[config.mk]
export PLATFORM = sky130hd
export DESIGN_NAME = robs_mult_param
export DESIGN_NICKNAME = d
export VERILOG_FILES = /design/src/rtl/robs_pkg.sv /design/src/rtl/robs_addsub.sv /design/src/rtl/robs_mult_param.sv
export SDC_FILE = /design/constraint.sdc
export NUM_CORES = 1
export LEC_CHECK = 0
export ABC_CLOCK_PERIOD_IN_PS = 4600
export CAP_MARGIN = 15
export CORE_MARGIN = 3
export CORE_UTILIZATION = 40
export DETAILED_ROUTE_END_ITERATION = 6
export PLACE_DENSITY = 0.62
export SKIP_CTS_REPAIR_TIMING = 1
export SLEW_MARGIN = 20
export SYNTH_ARGS = -nofsm -noshare
export SYNTH_HDL_FRONTEND = slang
export SYNTH_HIERARCHICAL = 1
export SYNTH_SLANG_ARGS = --single-unit
[constraint.sdc]
create_clock -name clk -period 4.6 [get_ports clk]
set_input_delay 0.46 -clock clk [delete_from_list [all_inputs] [get_ports clk]]
set_output_delay 0.46 -clock clk [all_outputs]
set_load 0.02 [all_outputs]
[src/rtl/robs_pkg.sv]
// Shared types and constants for the Robertson's multiplier.
//   robs_state_t : FSM encoding (IDLE, RUN, DONE)
//   MODE_*       : value of the sampled mode_signed input
package robs_pkg;

  typedef enum logic [1:0] {
    IDLE = 2'd0,
    RUN  = 2'd1,
    DONE = 2'd2
  } robs_state_t;

  localparam logic MODE_UNSIGNED = 1'b0;
  localparam logic MODE_SIGNED   = 1'b1;

endpackage

[src/rtl/robs_addsub.sv]
// Combinational (W+1)-bit adder/subtractor for the accumulate step.
//   a   in  W+1  partial-product accumulator
//   b   in  W+1  extended multiplicand
//   sub in  1    1 = a - b, 0 = a + b
//   s   out W+1  result (modulo 2^(W+1))
module robs_addsub #(
  parameter int unsigned W = 8
) (
  input  logic [W:0] a,
  input  logic [W:0] b,
  input  logic       sub,
  output logic [W:0] s
);

  assign s = sub ? (a - b) : (a + b);

endmodule

[src/rtl/robs_mult_param.sv]
// Sequential Robertson's multiplier, one multiplier bit per clock.
//   clk          in  1        rising-edge clock
//   reset        in  1        asynchronous active-low reset
//   start        in  1        sample operands and begin (accepted in IDLE or DONE)
//   mode_signed  in  1        1 = two's-complement operands; sampled with start
//   multiplier   in  WIDTH    operand Q
//   multiplicand in  WIDTH    operand M
//   product      out 2*WIDTH  result, held until the next completion
//   busy         out 1        high while iterating
//   done         out 1        one-cycle completion pulse
module robs_mult_param
  import robs_pkg::*;
#(
  parameter int unsigned WIDTH = 8
) (
  input  logic               clk,
  input  logic               reset,
  input  logic               start,
  input  logic               mode_signed,
  input  logic [WIDTH-1:0]   multiplier,
  input  logic [WIDTH-1:0]   multiplicand,
  output logic [2*WIDTH-1:0] product,
  output logic               busy,
  output logic               done
);

  localparam int unsigned CW = $clog2(WIDTH);
  localparam logic [CW-1:0] LastCnt = CW'(WIDTH - 1);

  robs_state_t        r_state;
  robs_state_t        w_next_state;
  logic [WIDTH:0]     r_a;
  logic [WIDTH-1:0]   r_q;
  logic [WIDTH-1:0]   r_m;
  logic [CW-1:0]      r_cnt;
  logic               r_mode;
  logic [2*WIDTH-1:0] r_product;

  logic               w_last;
  logic               w_sub;
  logic               w_fill;
  logic               w_load;
  logic [WIDTH:0]     w_m_ext;
  logic [WIDTH:0]     w_sum;
  logic [WIDTH:0]     w_s;
  logic [WIDTH:0]     w_a_next;
  logic [WIDTH-1:0]   w_q_next;

  // Datapath: one Robertson iteration on the current {A,Q}
  assign w_m_ext = (r_mode == MODE_SIGNED) ? {r_m[WIDTH-1], r_m} : {1'b0, r_m};
  assign w_last  = (r_cnt == LastCnt);
  // The multiplier MSB carries negative weight in two's complement, so the
  // last partial product is subtracted rather than added.
  assign w_sub   = w_last && (r_mode == MODE_SIGNED);

  robs_addsub #(
    .W (WIDTH)
  ) u_addsub (
    .a   (r_a),
    .b   (w_m_ext),
    .sub (w_sub),
    .s   (w_sum)
  );

  assign w_s      = r_q[0] ? w_sum : r_a;
  assign w_fill   = (r_mode == MODE_SIGNED) ? w_s[WIDTH] : 1'b0;
  assign w_a_next = {w_fill, w_s[WIDTH:1]};
  assign w_q_next = {w_s[0], r_q[WIDTH-1:1]};

  assign w_load = start && ((r_state == IDLE) || (r_state == DONE));

  // Next-state logic
  always_comb begin
    w_next_state = r_state;
    unique case (r_state)
      IDLE:    if (start) w_next_state = RUN;
      RUN:     if (w_last) w_next_state = DONE;
      DONE:    w_next_state = start ? RUN : IDLE;
      default: w_next_state = IDLE;
    endcase
  end

  always_ff @(posedge clk or negedge reset) begin
    if (!reset) begin
      r_state   <= IDLE;
      r_a       <= '0;
      r_q       <= '0;
      r_m       <= '0;
      r_cnt     <= '0;
      r_mode    <= MODE_UNSIGNED;
      r_product <= '0;
    end else begin
      r_state <= w_next_state;
      if (w_load) begin
        r_a    <= '0;
        r_q    <= multiplier;
        r_m    <= multiplicand;
        r_cnt  <= '0;
        r_mode <= mode_signed;
      end else if (r_state == RUN) begin
        r_a   <= w_a_next;
        r_q   <= w_q_next;
        r_cnt <= r_cnt + 1'b1;
        if (w_last) begin
          r_product <= {w_a_next[WIDTH-1:0], w_q_next};
        end
      end
    end
  end

  assign product = r_product;
  assign busy    = (r_state == RUN);
  assign done    = (r_state == DONE);

endmodule

== Yosys cells after proc, flatten, opt, wreduce, memory -nomap -nowiden ==
Cells that the tools add are included.
Cells by class
  $add $sub $neg: 3
  eq/ne operators: 5
  mux-type cells: 14
  bitwise gates (word level): 1
  reductions and logical operators: 7
Operator list (count)
  $mux W9: 5
  $mux W8: 2
  $add A9 B9 Y9: 1
  $sub A9 B9 Y9: 1
  $mux W3: 2
  $pmux W2 S3: 1
  $mux W2: 2
  $add A3 B1 Y3 const B: 1
  $eq A3 B3 Y1 const B: 1
  $reduce_and A3 Y1: 1
  $eq A2 B1 Y1 const B: 1
  $eq A2 B2 Y1 const B: 1
  $logic_and A1 B1 Y1: 2
  $logic_not A2 Y1: 1
  $mux W1: 2
  $ne A2 B1 Y1 const B: 1
  $ne A2 B2 Y1 const B: 1
  $reduce_and A2 Y1: 1
  $reduce_bool A2 Y1: 1
  $logic_or A1 B1 Y1: 1
  $not A1 Y1: 1
Storage, ports and cells
  register bits: 47
  bits of input ports: 20

== Logic depth before layout (Yosys ltp) ==
Gate-level depths: netlist (run 1).
  word-level depth: 7
  depth in mapped cells: 14
  mapped depth without buffers: 13

== Modules after synthesis ==
The synthesis (run 1) kept the hierarchy.
By module, submodules not included
  robs_mult_param: times used 1, cells each 141, area each 1939.4 um2, sequential area each 1176.1 um2
  robs_addsub: times used 1, cells each 68, area each 524.3 um2, sequential area each 0.0 um2

== Worst setup path after synthesis (run 1) ==
Ideal clock, no wire load.
  path kind: reg-to-reg
  start: register r_cnt[0]
  end: register r_product[15] (netlist: product[15])
  library setup time: 0.126 ns
  arrival time: 2.696 ns
  path slack: 1.778 ns
  cell stages (with the launch flop): 14
  path buffers: 1
  cells stage by stage: dfrtp_1 > ha_1 > ha_1 > and2_1 > clkbuf_1 > mux2_2 > fa_1 > nor2b_4 > o31a_1 > nand2b_4 > a31oi_4 > xnor2_1 > a21oi_1 > o21ai_0
Between the ends
  longest elaborated chain between the ends: 4
RTL lines
  start, declared: RTL line robs_mult_param.sv:35  | logic [CW-1:0] r_cnt;
  start signal, assigned: RTL line robs_mult_param.sv:103  | r_cnt <= r_cnt + 1'b1;
  $eq A3 B3 Y1: RTL line robs_mult_param.sv:51  | assign w_last = (r_cnt == LastCnt);
  $logic_and A1 B1 Y1: RTL line robs_mult_param.sv:54  | assign w_sub = w_last && (r_mode == MODE_SIGNED);
  named net w_sub: RTL line robs_mult_param.sv:40  | logic w_sub;
  $mux W9: RTL line robs_addsub.sv:15  | assign s = sub ? (a - b) : (a + b);
  named net w_sum[8]: RTL line robs_mult_param.sv:44  | logic [WIDTH:0] w_sum;
  $mux W9: RTL line robs_mult_param.sv:65  | assign w_s = r_q[0] ? w_sum : r_a;
  end signal, assigned: RTL line robs_mult_param.sv:105  | r_product <= {w_a_next[WIDTH-1:0], w_q_next};
  end, declared: RTL line robs_mult_param.sv:37  | logic [2*WIDTH-1:0] r_product;
The timed path passes the listed nets, and every way through them passes these cells.
A chain may end at the register's enable or synchronous reset.

== Final worst setup path (run 1) ==
Same ends and word-level chain as after synthesis.

==> results.env, run 1 <==
PLACEABLECOREAREA_UM2=5743
TIMING.SETUP.CRITICAL_PATH_CLASS='reg -> reg'
FINAL_ANTENNA_NET_COUNT=0
DIE-WIDTH_UM=84.48
FINALINSTANCEAREA_UM2=2937
TIMING.HOLD.WORST.CLASS='in -> async'
GRT_ANTENNA_BEFORE_REPAIR=0
WORST_PIN_SLEW_NS=1.001
SYNTH_EDF_COUNT=0
FINAL-MAX-SLEW-VIOLATION-COUNT=0
CRIT_ARRIVAL_NS=3.14
DRT_PRE_ANTENNA_ITERS=4
RSZ0062_AT_GRT='no'
PLACEMENT_ROWS=27
CLOCK_LATENCY_REPORTED_FOR_THE_LATE_SIDE_OF_THE_WORST_SKEW_PAIR_NS=0.30
YOSYS.AREA.TOP_TYPE_SHARE_PCT=47.74
POWER.DENSITY_nW_PER_UM2=878.8
POST_SYNTH.CELL_AREA_AVG_UM2=11.79
SHARE_OF_POST_ROUTE_CELLS_WITH_DRIVE_STRENGTH_ABOVE_1_PCT=14.29
DETAIL_ROUTE.ITER0.VIOLATIONS=104
NUMBER_OF_WARNING_MESSAGES_IN_THE_YOSYS_LOG=6
DP.CELLS=309
FINALHOLDVIOLATIONS=0
FINALCLOCKSKEW_NS=0.006675
FINAL-INSTANCE-COUNT-EXCL-FILL=317
TIMING.FMAX_MHz=335.8
WORST_R2R_STARTPOINT='r_cnt[0]'
ROUTED-VIA-COUNT=1612
CLOCK_TREE.ROOT_CELL='sky130_fd_sc_hd__clkbuf_8'
PERIOD_SHARE_PCT=64.74
SYNTH.LARGEST_AREA_CELL='sky130_fd_sc_hd__dfrtp_1'
STATIC-LEAKAGE-POWER_nW=1.307
GRT_START_MAX_NET_PINS=48
FIN_SETUP_TNS_NS=0
DIE_AREA_UM2=7137
COMMONEST_CELLS_AFTER_ROUTING_FILL_AND_TAPS_ASIDE='47 x sky130_fd_sc_hd__dfrtp_1, 36 x sky130_fd_sc_hd__clkdlybuf4s50_1, 17 x sky130_fd_sc_hd__mux2_2, 12 x sky130_fd_sc_hd__o21ai_0'
HOLD_WS_NS=0.1680
REG2REG_DEPTH=12
AVGROUTEDWIREPERCELL_UM=14.96
SYNTH-SEQ-CELLS=47
DETAIL_ROUTE.DRC_VIOLATIONS=0
MOSTFREQUENTLAYOUTCELL='sky130_fd_sc_hd__dfrtp_1'
AREA_GROWTH_PCT=19.20
WIRELENGTH_UM=4742
FINAL_NET_COUNT=276
POST_SYNTH_MAIN_AREA_CONTRIBUTORS='sky130_fd_sc_hd__dfrtp_1 48%, sky130_fd_sc_hd__mux2_2 7.8%, sky130_fd_sc_hd__ha_1 5.6%'
SYNTH-ASYNC-RESET-RATIO_PCT=100.0
SINK_COUNT=47
SYNTH_CELL_TYPES=44
CLKSLEWWORSTSETUPHOLDPATHS_NS=0.09
SLEW_HEADROOM_PCT=32.96
INITIAL_UTILIZATION_PCT=42.90
DIE_Y_UM=84.48
PLACEMENT.CELL_AREA_UM2=2849
HPWL_UM=3403
SYNTH_FF_TYPE='sky130_fd_sc_hd__dfrtp_1'
RUN_STATUS='complete, no violations'
GRT_FIRST_PASS_WIRELENGTH_UM=8155
FINALSETUPVIOLCOUNT=0
CRIT_PATH_END_KIND='flip-flop'
REGTOREGSETUPSLACK_NS=1.62
CRITICAL_PATH.MAX_FANOUT=8
SYNTH_NETS=241
MAX_CAP_VIOL_COUNT=0
CLOCK_TREE.BUFFER_DEPTH=2
FILLERS=533
CTS_TREE='built'
POST_SYNTH_INST_COUNT=209
AVGVIACOUNTPERCELL=5.085
TRITONCTS_BUFFERS=5
CLOCK_TREE.HTREE_LEVEL_COUNT=2
MAXIMUM_RESISTIVE_DROP_ON_VDD_V=0.0003146
CRITPATHREQUIREDTIME_NS=4.76
ANTENNA_CELLS_INSERTED=0
START_KIND='flip-flop'
TOTAL_GRT_OVERFLOW=0
PLACE.GP.CONGESTION=0.8570
SYNTH.YOSYS.SEQ_AREA_SHARE_PCT=47.74
VIAS_IN_THE_FIRST_GLOBAL_ROUTE=1607
SYNTHESIS.AREA_UM2=2464
PORT_BUFFERS=37
PERIOD_NEEDED_NS=2.978
R2R_END='product[15]'
GRT_USAGE_PCT=14.13
BOUNDARYPINS=38
## power by group
| group | switching [mW] | internal [mW] |
|---|---|---|
| Sequential | 0.183 | 0.621 |
| Combinational | 0.754 | 0.779 |
| Clock | 0.137 | 0.106 |
| Total | 1.07 | 1.51 |
## how the worst max path moves through the flow
stage               slack [ns]  cells after the start     endpoint      from
floorplan                 1.78                     13  product[15]  r_cnt[0]
detailed placement        1.66                     12  product[15]  r_cnt[0]
global placement          1.72                     12  product[15]  r_cnt[0]
global route              1.38                     12  product[15]  r_cnt[0]
finish                    1.62                     12  product[15]  r_cnt[0]
CTS                       1.62                     12  product[15]  r_cnt[0]
## layout make-up
class	instances	area, um^2	share of cell area [%]
clock buffers	6	72.57	2.471
repair buffers	37	367.9	12.53
flip-flops and latches	47	1176	40.05
clock inverters	2	12.51	0.4261
inverters	11	41.29	1.406
multi-input cells	142	1176	40.05
well taps	72	90.09	3.068
## synth_stat cells (3+ instances only)
master and number:
sky130_fd_sc_hd__xnor2_1 11, sky130_fd_sc_hd__mux2i_1 8, sky130_fd_sc_hd__o21ai_0 12, sky130_fd_sc_hd__o2bb2ai_1 8, sky130_fd_sc_hd__dfrtp_1 47, sky130_fd_sc_hd__a21oi_1 7
sky130_fd_sc_hd__a21o_1 7, sky130_fd_sc_hd__nand2_1 9, sky130_fd_sc_hd__mux2_2 17, sky130_fd_sc_hd__nor3_1 3, sky130_fd_sc_hd__a22o_1 9, sky130_fd_sc_hd__inv_1 10
sky130_fd_sc_hd__o21a_1 3, sky130_fd_sc_hd__nor2b_1 3, sky130_fd_sc_hd__nor2_1 8, sky130_fd_sc_hd__buf_6 4, sky130_fd_sc_hd__ha_1 11
## flip-flops by register name (all words and copies together) (netlist names)
register	flops
r_m	8
r_q	8
r_state	2
r_cnt	3
r_a	9
r_mode	1
product	16
## worst max-delay path, stage by stage (launching register included)
cell	delay (ns)
sky130_fd_sc_hd__dfrtp_1	0.36
sky130_fd_sc_hd__ha_1	0.15
sky130_fd_sc_hd__ha_1	0.19
sky130_fd_sc_hd__and2_1	0.28
sky130_fd_sc_hd__mux2_2	0.40
sky130_fd_sc_hd__fa_1	0.49
sky130_fd_sc_hd__nor2b_4	0.14
sky130_fd_sc_hd__o31a_1	0.17
sky130_fd_sc_hd__nand2b_4	0.15
sky130_fd_sc_hd__a31oi_4	0.08
sky130_fd_sc_hd__xnor2_1	0.15
sky130_fd_sc_hd__a21oi_1	0.19
sky130_fd_sc_hd__o21ai_0	0.09
## cells by family (layout without fill, tap and decap cells)
kind of cell / Yosys count / count (layout) / share of synthesized area, %
fa+ha+maj: 12 / 12 / 6.399
buf+inv: 20 / 56 / 4.520
xor+xnor: 13 / 13 / 4.622
simple gates: 36 / 36 / 8.786
mux: 26 / 26 / 11.63
compound gates: 55 / 55 / 16.30
flops: 47 / 47 / 47.74
## stage by stage
step	total power [mW]	util [%]	worst slack (ns)
after floorplan	1.965	-	1.778
after global placement	2.314	49.61	1.721
after detailed placement	2.343	49.61	1.658
after CTS	2.596	51.09	1.622
after global routing	2.822	51.13	1.378
final	2.581	51.13	1.622
## routing by layer
metal | part of all wire (%) | vias to the layer above | track usage, %
met3 | 3.3 | 2 | 3.042
li1 | - | 809 | -
met4 | 0.82 | 0 | 4.748
met1 | 50 | 771 | 20.74
met5 | 0 | - | 0
met2 | 46 | 30 | 20.64
Note: power is estimated with default switching activity, not from simulation.
==> inputs of run 2 (changes only) <==
--- a/config.mk
+++ b/config.mk
@@ -5,7 +5,7 @@
 export SDC_FILE = /design/constraint.sdc
 export NUM_CORES = 1
 export LEC_CHECK = 0
-export ABC_CLOCK_PERIOD_IN_PS = 4600
+export ABC_CLOCK_PERIOD_IN_PS = 2860
 export CAP_MARGIN = 15
 export CORE_MARGIN = 3
 export CORE_UTILIZATION = 40
==> constraint.sdc (replaced) <==
create_clock -name clk -period 2.86 [get_ports clk]
set_input_delay 0.286 -clock clk [delete_from_list [all_inputs] [get_ports clk]]
set_output_delay 0.286 -clock clk [all_outputs]
set_load 0.02 [all_outputs]
==> run 2 against run 1 <==
The flow now finishes with violations (negative hold slack). Clock skew is essentially flat. Critical path type unchanged. Register-to-register slack worse by 1.5 ns. Core utilization rose by 2.5 points. Largest power group unchanged.
==> results.env, run 2 (same netlist as run 1, synthesis figures left out) <==
GRT_ANTENNA_BEFORE_REPAIR=0
PLACEMENT.SETUP.WORST_SLACK_NS=0.06265
DETAIL_ROUTE.DRC_VIOLATIONS=0
COMMONEST_CELLS_AFTER_ROUTING_FILL_AND_TAPS_ASIDE='47 x sky130_fd_sc_hd__dfrtp_1, 36 x sky130_fd_sc_hd__clkdlybuf4s50_1, 16 x sky130_fd_sc_hd__mux2_2, 11 x sky130_fd_sc_hd__buf_4, 10 x sky130_fd_sc_hd__xnor2_1'
SWITCHINGPOWER_mW=1.825
FINALCLOCKSKEW_NS=0.007047
FINAL_NET_COUNT=286
WIRELENGTH_UM=4777
DIE_AREA_UM2=7137
VIOLATIONS='negative hold slack'
TIMING.FMAX_MHz=360.0
DRT_PRE_ANTENNA_ITERS=4
CRIT_ARRIVAL_NS=2.94
BOUNDARYPINS=38
TIMING.HOLD.WORST.CLASS='in -> async'
MAX_CAP_VIOL_COUNT=0
AVGROUTEDWIREPERCELL_UM=14.65
CTS_TREE='built'
LARGEST_REG_FLOPS=16
START_KIND='flip-flop'
PERIOD_NEEDED_NS=2.777
DETAIL_ROUTE.ITER0.VIOLATIONS=62
STATIC-LEAKAGE-POWER_nW=1.382
RUN_STATUS='finished, violations left'
TIMING.SETUP.CRITICAL_PATH_CLASS='reg -> reg'
TOTAL_GRT_OVERFLOW=0
FINAL-MAX-SLEW-VIOLATION-COUNT=0
GRT_USAGE_PCT=13.91
HPWL_UM=3428
VIAS_IN_THE_FIRST_GLOBAL_ROUTE=1683
POWER.DENSITY_nW_PER_UM2=1449
FINALWORSTSETUPSLACK_NS=0.08255
SLEW_HEADROOM_PCT=58.18
CLOCK_TREE.ROOT_CELL='sky130_fd_sc_hd__clkbuf_8'
POWER.COMBINATIONAL.FRACTION_PCT=62.6
ANTENNA_CELLS_INSERTED=0
AREA_GROWTH_PCT=25.14
WL_MET2_UM=2196
CRITPATHREQUIREDTIME_NS=3.03
DIE-WIDTH_UM=84.48
PLACEABLECOREAREA_UM2=5743
FIN_SETUP_TNS_NS=0
GRT_START_MAX_NET_PINS=48
GRT_FIRST_PASS_WIRELENGTH_UM=8093
FINAL-INSTANCE-COUNT-EXCL-FILL=326
SHARE_OF_POST_ROUTE_CELLS_WITH_DRIVE_STRENGTH_ABOVE_1_PCT=22.83
TRITONCTS_BUFFERS=5
DP.CELLS=316
AVGVIACOUNTPERCELL=5.141
MOSTFREQUENTLAYOUTCELL='sky130_fd_sc_hd__dfrtp_1'
CRIT_PATH_END_KIND='flip-flop'
PERIOD_SHARE_PCT=97.11
PLACE.GP.CONGESTION=0.8302
POWER_SWITCHING_SHARE_PCT=40.86
CRITICAL_PATH.MAX_FANOUT=3
INTERNAL_POWER_mW=2.641
HOLD_WS_NS=-0.02158
FINALHOLDVIOLATIONS=42
CLOCK_LATENCY_REPORTED_FOR_THE_LATE_SIDE_OF_THE_WORST_SKEW_PAIR_NS=0.30
FINALSETUPVIOLCOUNT=0
MET3_WIRELENGTH_UM=164
WL_MET1_UM=2347
FINAL_ANTENNA_NET_COUNT=0
CLOCK_POWER_SHARE_PCT=8.7
CLOCK_TREE.BUFFER_DEPTH=2
DIE_Y_UM=84.48
CLOCK_TREE.HTREE_LEVEL_COUNT=2
PORT_BUFFERS=37
CLKSLEWWORSTSETUPHOLDPATHS_NS=0.09
MAXIMUM_RESISTIVE_DROP_ON_VDD_V=0.0004785
PLACEMENT_ROWS=27
POWER.SHARE.SEQUENTIAL_PCT=28.7
INITIAL_UTILIZATION_PCT=42.90
TOP_SIGNAL_LAYER_USED='met4'
SINK_COUNT=47
ROUTED-VIA-COUNT=1676
WORST_PIN_SLEW_NS=0.6245
RSZ0062_AT_GRT='yes'
-- run 2: changes by cell type in the layout (fill, tap and decap cells not counted), sizes merged --
cell and change:
buf +10, clkbuf -1, clkinv +1, clkinvlp -1
-- run 2: power by group through the flow --
stage / combinational, mW / clock [mW] / sequential (mW)
floorplan: 1.81 / 0 / 1.35
global placement: 2.50 / 0 / 1.28
detailed placement: 2.54 / 0 / 1.29
CTS: 2.54 / 0.405 / 1.28
global route: 3.07 / 0.432 / 1.34
finish: 2.80 / 0.387 / 1.28
-- run 2: worst max-delay path, cell delays in order, from the launching register on --
cell and delay, ns:
sky130_fd_sc_hd__dfrtp_1 0.40, sky130_fd_sc_hd__ha_2 0.20, sky130_fd_sc_hd__ha_4 0.16, sky130_fd_sc_hd__and2_4 0.14, sky130_fd_sc_hd__mux2_4 0.31, sky130_fd_sc_hd__inv_2 0.07, sky130_fd_sc_hd__ha_4 0.19, sky130_fd_sc_hd__nor2b_4 0.12
sky130_fd_sc_hd__o31a_1 0.34, sky130_fd_sc_hd__o21ai_2 0.20, sky130_fd_sc_hd__nor2b_4 0.17, sky130_fd_sc_hd__xnor2_1 0.07, sky130_fd_sc_hd__mux2i_1 0.19, sky130_fd_sc_hd__o21ai_1 0.08
-- run 2: cell type report --
type	instances	area, um^2
fillers	505	2660
flip-flops and latches	47	1176
well taps	72	90.09
clock inverters	2	13.76
clock buffers	5	68.82
inverters	11	41.29
repair buffers	47	442.9
multi-input cells	142	1250
-- run 2: per-stage QoR --
stage	utilization, %	hold WS [ns]	cell area (um^2)	power, mW
floorplan	-	-0.009591	2464	3.161
global placement	50.52	0.4636	2902	3.788
detailed placement	50.52	0.4709	2902	3.826
CTS	51.96	0.2018	2984	4.222
global route	53.68	0.02204	3083	4.844
finish	53.68	-0.02158	3083	4.466
-- run 2: final timing paths --
kind,end,start,cells after the start,slack [ns]
hold / removal,product[4],reset,1,-0.02
hold reg to reg,product[9],product[9],2,0.48
setup / recovery,product[12],r_cnt[1],13,0.08
setup reg to reg,product[12],r_cnt[1],13,0.08
max in group asynchronous,r_m[7],reset,1,2.48
min in group clk,product[9],product[9],2,0.48
-- run 2: per-layer routing --
metal  track usage [%]  up-vias
met2             20.85       34
met3             2.944        5
met4             4.748        0
met1             19.95      805
li1                  -      832
met5                 0        -
